`src/rtl/seq_multiplier_bcd_if.sv`:
```
// Operand/result bundle for seq_multiplier_bcd.
// The master side supplies operands and the start request; the slave side
// (the multiplier) returns the registered product, sign flag, BCD digits and
// the busy/finish status.
interface seq_multiplier_bcd_if #(
    parameter int N = 8
) ();
    localparam int DIGITS = (2 * N) / 3 + 1;

    logic                  start_i;
    logic                  signed_mode_i;
    logic [N-1:0]          a_i;
    logic [N-1:0]          b_i;
    logic [2*N-1:0]        out_o;
    logic                  neg_o;
    logic [4*DIGITS-1:0]   bcd_o;
    logic                  busy_o;
    logic                  finish_o;

    modport master (
        output start_i, signed_mode_i, a_i, b_i,
        input  out_o, neg_o, bcd_o, busy_o, finish_o
    );

    modport slave (
        input  start_i, signed_mode_i, a_i, b_i,
        output out_o, neg_o, bcd_o, busy_o, finish_o
    );
endinterface

```
`src/rtl/seq_multiplier_bcd.sv`:
```
// Sequential shift-add multiplier with built-in double-dabble BCD conversion.
// Operands are captured as magnitudes plus a sign bit; the magnitude product
// is formed over N cycles, converted to BCD over 2N cycles, and the result
// (two's complement product, sign flag, BCD of the magnitude) is committed to
// the output registers from the DONE state. Outputs hold until the next
// commit, so intermediate values never appear on the ports.
module seq_multiplier_bcd #(
    parameter int N = 8
) (
    input  logic               clk,
    input  logic               rst_n,
    seq_multiplier_bcd_if.slave bus
);
    localparam int DIGITS = (2 * N) / 3 + 1;
    localparam int W      = 2 * N;
    localparam int CW     = $clog2(W + 1);
    localparam int BW     = 4 * DIGITS;

    typedef enum logic [1:0] {
        IDLE = 2'd0,
        MULT = 2'd1,
        CONV = 2'd2,
        DONE = 2'd3
    } state_t;

    state_t          state_q, state_d;
    logic [CW-1:0]   cnt_q, cnt_d;
    logic            sign_q, sign_d;
    logic [W-1:0]    mcand_q, mcand_d;   // multiplicand magnitude, shifted left each step
    logic [N-1:0]    mplier_q, mplier_d; // multiplier magnitude, shifted right each step
    logic [W-1:0]    acc_q, acc_d;       // magnitude product
    logic [W-1:0]    bin_q, bin_d;       // binary bits still to be shifted into the digits
    logic [BW-1:0]   dig_q, dig_d;       // BCD digits under construction

    logic [W-1:0]    out_q, out_d;
    logic            neg_q, neg_d;
    logic [BW-1:0]   bcd_q, bcd_d;
    logic            busy_q, busy_d;
    logic            finish_q, finish_d;

    logic [N-1:0]    a_mag;
    logic [N-1:0]    b_mag;
    logic            op_sign;
    logic [W-1:0]    acc_step;
    logic [BW-1:0]   dig_adj;
    logic [BW+W-1:0] dd_shifted;
    logic            prod_nonzero;

    // In signed mode the most negative value negates to 2^(N-1), which still
    // fits the N-bit unsigned magnitude.
    assign a_mag   = (bus.signed_mode_i && bus.a_i[N-1]) ? (~bus.a_i + {{(N-1){1'b0}}, 1'b1}) : bus.a_i;
    assign b_mag   = (bus.signed_mode_i && bus.b_i[N-1]) ? (~bus.b_i + {{(N-1){1'b0}}, 1'b1}) : bus.b_i;
    assign op_sign = bus.signed_mode_i & (bus.a_i[N-1] ^ bus.b_i[N-1]);

    // One radix-2 step: add the shifted multiplicand when the current
    // multiplier bit is set.
    assign acc_step = acc_q + (mplier_q[0] ? mcand_q : {W{1'b0}});

    // Double-dabble correction: every digit that is 5 or more gets +3 so that
    // the following left shift carries correctly into the next digit.
    for (genvar gi = 0; gi < DIGITS; gi++) begin : g_dd_adjust
        assign dig_adj[4*gi +: 4] = (dig_q[4*gi +: 4] >= 4'd5) ? (dig_q[4*gi +: 4] + 4'd3)
                                                               : dig_q[4*gi +: 4];
    end

    // Digits and remaining binary bits shift left together as one register.
    assign dd_shifted   = {dig_adj, bin_q} << 1;
    assign prod_nonzero = |acc_q;

    // Next-state and datapath decisions; every register holds by default.
    always_comb begin
        state_d  = state_q;
        cnt_d    = cnt_q;
        sign_d   = sign_q;
        mcand_d  = mcand_q;
        mplier_d = mplier_q;
        acc_d    = acc_q;
        bin_d    = bin_q;
        dig_d    = dig_q;
        out_d    = out_q;
        neg_d    = neg_q;
        bcd_d    = bcd_q;
        busy_d   = busy_q;
        finish_d = 1'b0;

        case (state_q)
            IDLE: begin
                // busy covers the cycle after DONE (where finish is shown)
                // and drops on the next edge unless a new operation starts.
                busy_d = 1'b0;
                if (bus.start_i) begin
                    state_d  = MULT;
                    cnt_d    = '0;
                    sign_d   = op_sign;
                    mcand_d  = {{N{1'b0}}, a_mag};
                    mplier_d = b_mag;
                    acc_d    = '0;
                    busy_d   = 1'b1;
                end
            end

            MULT: begin
                acc_d    = acc_step;
                mcand_d  = mcand_q << 1;
                mplier_d = mplier_q >> 1;
                cnt_d    = cnt_q + CW'(1);
                if (cnt_q == CW'(N - 1)) begin
                    // Final product goes straight into the conversion shifter.
                    state_d = CONV;
                    cnt_d   = '0;
                    bin_d   = acc_step;
                    dig_d   = '0;
                end
            end

            CONV: begin
                {dig_d, bin_d} = dd_shifted;
                cnt_d          = cnt_q + CW'(1);
                if (cnt_q == CW'(W - 1)) begin
                    state_d = DONE;
                    cnt_d   = '0;
                end
            end

            DONE: begin
                // Commit the result; a zero product is never reported negative.
                state_d  = IDLE;
                finish_d = 1'b1;
                busy_d   = 1'b1;
                neg_d    = sign_q & prod_nonzero;
                out_d    = (sign_q && prod_nonzero) ? (~acc_q + {{(W-1){1'b0}}, 1'b1}) : acc_q;
                bcd_d    = dig_q;
            end

            default: begin
                state_d = IDLE;
            end
        endcase
    end

    // State and datapath registers; reset aborts any operation immediately.
    always_ff @(posedge clk or negedge rst_n) begin
        if (!rst_n) begin
            state_q  <= IDLE;
            cnt_q    <= '0;
            sign_q   <= 1'b0;
            mcand_q  <= '0;
            mplier_q <= '0;
            acc_q    <= '0;
            bin_q    <= '0;
            dig_q    <= '0;
            out_q    <= '0;
            neg_q    <= 1'b0;
            bcd_q    <= '0;
            busy_q   <= 1'b0;
            finish_q <= 1'b0;
        end else begin
            state_q  <= state_d;
            cnt_q    <= cnt_d;
            sign_q   <= sign_d;
            mcand_q  <= mcand_d;
            mplier_q <= mplier_d;
            acc_q    <= acc_d;
            bin_q    <= bin_d;
            dig_q    <= dig_d;
            out_q    <= out_d;
            neg_q    <= neg_d;
            bcd_q    <= bcd_d;
            busy_q   <= busy_d;
            finish_q <= finish_d;
        end
    end

    assign bus.out_o    = out_q;
    assign bus.neg_o    = neg_q;
    assign bus.bcd_o    = bcd_q;
    assign bus.busy_o   = busy_q;
    assign bus.finish_o = finish_q;
endmodule

```
`src/flat_wrapper.sv`:
```
// flat-port wrapper written by rule: the top's interface ports become plain ports
module seq_multiplier_bcd_flat 
#(
    parameter int N = 8
)
  (clk, rst_n, bus_start_i, bus_signed_mode_i, bus_a_i, bus_b_i, bus_out_o, bus_neg_o, bus_bcd_o, bus_busy_o, bus_finish_o);
  seq_multiplier_bcd_if #(.N(N)) bus_i ();
  input  logic clk;
  input  logic rst_n;
  input wire logic [$bits(bus_i.start_i)-1:0] bus_start_i;
  input wire logic [$bits(bus_i.signed_mode_i)-1:0] bus_signed_mode_i;
  input wire logic [$bits(bus_i.a_i)-1:0] bus_a_i;
  input wire logic [$bits(bus_i.b_i)-1:0] bus_b_i;
  output wire logic [$bits(bus_i.out_o)-1:0] bus_out_o;
  output wire logic [$bits(bus_i.neg_o)-1:0] bus_neg_o;
  output wire logic [$bits(bus_i.bcd_o)-1:0] bus_bcd_o;
  output wire logic [$bits(bus_i.busy_o)-1:0] bus_busy_o;
  output wire logic [$bits(bus_i.finish_o)-1:0] bus_finish_o;
  assign bus_i.start_i = bus_start_i;
  assign bus_i.signed_mode_i = bus_signed_mode_i;
  assign bus_i.a_i = bus_a_i;
  assign bus_i.b_i = bus_b_i;
  assign bus_out_o = bus_i.out_o;
  assign bus_neg_o = bus_i.neg_o;
  assign bus_bcd_o = bus_i.bcd_o;
  assign bus_busy_o = bus_i.busy_o;
  assign bus_finish_o = bus_i.finish_o;
  seq_multiplier_bcd #(.N(N)) u_core (.clk(clk), .rst_n(rst_n), .bus(bus_i));
endmodule
```
`config.mk`:
```
export PLATFORM = sky130hd
export DESIGN_NAME = seq_multiplier_bcd_flat
export DESIGN_NICKNAME = d
export VERILOG_FILES = /design/src/rtl/seq_multiplier_bcd_if.sv /design/src/rtl/seq_multiplier_bcd.sv /design/src/flat_wrapper.sv
export SDC_FILE = /design/constraint.sdc
export NUM_CORES = 1
export LEC_CHECK = 0
export CAP_MARGIN = 0
export CORE_MARGIN = 4
export CORE_UTILIZATION = 55
export CTS_BUF_LIST = sky130_fd_sc_hd__clkbuf_4
export DETAILED_ROUTE_END_ITERATION = 10
export PLACE_DENSITY = 0.76
export SLEW_MARGIN = 20
export SYNTH_ARGS = -nofsm -noshare
export SYNTH_HDL_FRONTEND = slang
export SYNTH_SLANG_ARGS = --single-unit
```
`constraint.sdc`:
```
create_clock -name clk -period 2.6 [get_ports clk]
set_input_delay 0.78 -clock clk [delete_from_list [all_inputs] [get_ports clk]]
set_output_delay 0.78 -clock clk [all_outputs]
set_load 0.1 [all_outputs]
```
== Word level (Yosys, flattened, before mapping) ==
Index checks and enable logic that the tools add are counted.
Operators by class
  $add $sub $neg: 11
  magnitude comparators: 6
  equal/unequal tests: 8
  multiplexer cells: 31
  bitwise logic cells: 6
  reduce and logical (&&, ||, !) cells: 14
Operators with widths (number)
  $pmux W16 S2: 3
  $mux W16: 5
  $pmux W24 S2: 1
  $ge A4 B3 Y1 const B: 6
  $mux W24: 1
  $mux W8: 3
  $add A4 B2 Y4 const B: 5
  $mux W4: 5
  $add A16 B1 Y16 const B: 1
  $add A16 B16 Y16: 1
  $add A8 B1 Y8 const B: 2
  $not A16 Y16: 1
  $not A8 Y8: 2
  $pmux W8 S2: 1
  $reduce_or A16 Y1: 1
  $mux W5: 3
  $pmux W5 S3: 1
  $pmux W2 S4: 1
  $reduce_and A2 Y1: 4
  $mux W2: 3
  $reduce_bool A2 Y1: 3
  $add A5 B1 Y5 const B: 1
  $eq A5 B3 Y1 const B: 1
  $eq A5 B4 Y1 const B: 1
  other kinds (14): 20
Storage, ports and cells
  register bits: 131
  input port bits: 20

== Depth between registers and ports, before layout ==
  word-level depth: 5
  gate-level depth with buffers: 9
  depth with buffers taken out: 9

== Least setup slack after synthesis ==
Ideal clock, no wire load.
  path kind: reg-to-reg
  from: register u_core.mplier_q[0]
  to: register u_core.acc_q[14]
  arrival: 2.209 ns
  required time: 2.505 ns
  setup slack: 0.296 ns
  stages on the path, launching flop included: 10
  buffers on the path: 1
  cell sequence: dfrtp_1 > clkbuf_1 > and2_1 > ha_1 > fa_1 > a21oi_1 > o211ai_1 > a211oi_1 > nor3_1 > o31ai_1
Between the ends
  word-level cells in the longest chain between the ends: 3
RTL lines
  start: declaration: RTL line seq_multiplier_bcd.sv:30  | logic [N-1:0] mplier_q, mplier_d;
  start signal: assignment: RTL line seq_multiplier_bcd.sv:162  | mplier_q <= mplier_d;
  $mux W16: RTL line seq_multiplier_bcd.sv:57  | assign acc_step = acc_q + (mplier_q[0] ? mcand_q : {W{1'b0}});
  $add A16 B16 Y16: RTL line seq_multiplier_bcd.sv:57
  $pmux W16 S2: RTL line seq_multiplier_bcd.sv:86  | case (state_q)
  end signal: assignment: RTL line seq_multiplier_bcd.sv:149  | acc_q <= '0;
  end signal: assignment: RTL line seq_multiplier_bcd.sv:163  | acc_q <= acc_d;
  end: declaration: RTL line seq_multiplier_bcd.sv:31  | logic [W-1:0] acc_q, acc_d;
No other way between the ends.
A chain may end at the register's enable or synchronous reset.

== Worst setup path after layout ==
Ends and elaborated chain as after synthesis.

==> flow_summary.yaml <==
run_status:
  outcome: "complete, no violations"
clock_tree:
  numCtsBuffers: 17
  post_cts_buffers: 0
  clockBufferDepth: 2
  cts.clk_slew.worst_paths_ns: 0.12
  clock_sinks: 131
  cts_tree: "built"
  cts_root_buf: "clkbuf_4"
  clock_latency_ns: 0.57
  hold_buffers: 0
  htree_levels: 4
placement:
  gp_congestion: 0.857
  place.detailed.hpwl_mm: 12.5
  io_buffers: 62
synth:
  syn_nets: 841
  synth-seq-cells: 131
  netlist_area_sq_um: 7470
  async_reset_ff_share_pct: 100
  syn_area_per_cell_sq_um: 9.54
  synth_edf_count: 0
  yosys.cell_types.count: 69
  ys.flop_type: "dfrtp_1"
  syn_inst: 783
  seq_area_frac_synth_pct: 43.9
  yosysWarnings: 0
critical_path:
  worstSetupPathType: "reg -> reg"
  cp.required_ns: 3.04
  cp_data_arrival_time_ns: 2.90
  critPathCaptureType: "flop"
  start_kind: "flop"
  cp_max_fo: 12
timing:
  grt_setup_unrepaired: "false"
  tightest_slew_ns: 0.766
  fin_worst_skew_ns: 0.0188
  drv_slew: 0
  period_needed_ns: 2.45
  max_freq_mhz: 407
  period_share_pct: 94.4
  relSlewSlack_pct: 48.9
  finalSetupTns_ns: 0
  hold_viol: 0
  setup_violations: 0
die:
  io_pins: 63
  dieHeight_um: 125
  rows: 42
  die-area_sq_um: 15500
  start_util_pct: 56.4
  die_width_um: 125
  core_sq_um: 13200
routing:
  drc: 0
  via_per_inst: 5.87
  dr.pass1.iters: 7
  drt_iter0_markers: 329
  post_drt_wl_per_cell_um: 16.5
  drtAntennaViolNets: 0
  dr_total_vias: 6107
  wirelength_mm: 17.1
finish:
  n_fill_cell: 1126
  layout_common_cells: "dfrtp_1 (131), nand2_1 (84), a21oi_1 (70)"
  post-route-util_pct: 65.5
  layout_commonest_cell: "dfrtp_1"
  nNetsFinal: 910
  num_antenna_cells: 0
  drive_above_1_share_pct: 17.0
  area.growth.synth_to_final_pct: 16.2
global_routing:
  antenna_found_initial: 0
  overflow: 0
  grt_pass1_wl_mm: 29.0
  grt_usage_pct: 22.6
  grt_pass1_vias: 5980
  grt_max_degree: 53
job:
  max-cap-violations: 0
power:
  powerDensity_nw_per_um2: 1180
  ir_worst_vdd_mv: 1.37
  leakagePower_nw: 3.81
hold_path:
  hp-class: "in -> async"
synth_stat cells, types with 4 or more instances:
| cell | number | area [sq um] |
|---|---|---|
| o211ai_1 | 5 | 37.5 |
| nand2_1 | 84 | 315 |
| ha_1 | 37 | 463 |
| o32ai_1 | 5 | 43.8 |
| nand2b_1 | 7 | 43.8 |
| mux2_2 | 25 | 282 |
| nor2b_1 | 4 | 25.0 |
| o22ai_1 | 9 | 56.3 |
| nand3_1 | 14 | 70.1 |
| o21bai_1 | 5 | 37.5 |
| nor2_1 | 37 | 139 |
| a21oi_1 | 70 | 350 |
| a31oi_1 | 9 | 56.3 |
| o21a_1 | 7 | 52.6 |
| dfrtp_1 | 131 | 3280 |
| inv_1 | 35 | 131 |
| o31ai_1 | 11 | 82.6 |
| a22o_1 | 10 | 87.6 |
| nor3b_1 | 8 | 60.1 |
| xor2_1 | 11 | 96.3 |
| clkbuf_1 | 27 | 101 |
| and2_1 | 18 | 113 |
| nor3_1 | 25 | 125 |
| buf_2 | 5 | 25.0 |
| o21ai_0 | 69 | 345 |
| mux2i_1 | 10 | 100 |
| or3_1 | 9 | 56.3 |
| a211oi_1 | 8 | 60.1 |
| xnor2_1 | 27 | 236 |
registers in the layout, indices dropped and copies added, names as in the netlist:
register / cells
u_core.bus.busy_o: 1
u_core.state_q: 2
u_core.mcand_q: 16
u_core.bus.bcd_o: 24
u_core.sign_q: 1
u_core.dig_q: 24
u_core.bin_q: 16
u_core.bus.finish_o: 1
u_core.cnt_q: 5
u_core.mplier_q: 8
u_core.bus.out_o: 16
u_core.acc_q: 16
u_core.bus.neg_o: 1
power breakdown:
part	total (W)	switching [W]	internal [W]
clock	0.00157	0.000788	0.000784
combinational	0.00562	0.00373	0.00189
sequential	0.00308	0.000472	0.00261
critical path, cell delays in order (launching register included):
cell and delay, ns:
dfrtp_1 0.48, and2_1 0.19, ha_1 0.23, fa_1 0.45, a21oi_1 0.20, o211ai_1 0.20
a21o_1 0.27, a211oi_1 0.23, o31ai_1 0.10
timing repair:
| action | CTS | global route |
|---|---|---|
| endpoints found under the setup margin | 0 | 1 |
| gates resized for setup | 0 | 2 |
| endpoints found under the hold margin | 0 | 0 |
per-layer routing:
metal,track usage [%],part of all wire [%],vias to the layer above
met4,7.41,1.6,0
met2,35.5,47,178
met3,5.10,6.1,22
li1,-,-,2968
met1,31.3,45,2939
met5,0,0,-
final timing paths:
check	start	end	slack, ns	cells past startpoint
max	u_core.mplier_q[0]	u_core.acc_q[14]	0.15	8
min	rst_n	u_core.bus.bcd_o[8]	0.19	1
max reg2reg	u_core.mplier_q[0]	u_core.acc_q[14]	0.15	8
min reg2reg	u_core.mplier_q[6]	u_core.mplier_q[6]	0.48	2
max in group asynchronous	rst_n	u_core.mplier_q[1]	1.73	2
min in group clk	u_core.mplier_q[6]	u_core.mplier_q[6]	0.48	2
per-stage QoR:
stage	instances	setup WS (ns)	area (sq um)	total power, W	hold slack, ns
after floorplan	783	0.296	7470	0.00723	0.438
after global placement	1009	0.199	8330	0.00854	0.454
after detailed placement	1009	0.141	8330	0.00871	0.465
after CTS	1041	0.118	8660	0.0103	0.187
after global routing	1041	0.00179	8670	0.0109	0.204
final	1041	0.146	8670	0.0103	0.189
layout make-up:
type / instances / area, sq um / area share (%)
multi-input cells: 579 / 3930 / 45.3
flip-flops and latches: 131 / 3280 / 37.8
repair buffers: 87 / 786 / 9.06
well taps: 176 / 220 / 2.54
clock inverters: 13 / 183 / 2.11
clock buffers: 19 / 143 / 1.64
inverters: 36 / 135 / 1.56
logic make-up after synthesis:
logic type	synth area share [%]
AOI/OAI and AO/OA	20.3
DFF	43.9
and+or+nand+nor	15.3
xor gates and xnor gates	4.46
adders and majority gates	6.47
buffers and inverters	4.02
muxes	5.50
No activity file was read; power rests on OpenSTA's default activity.
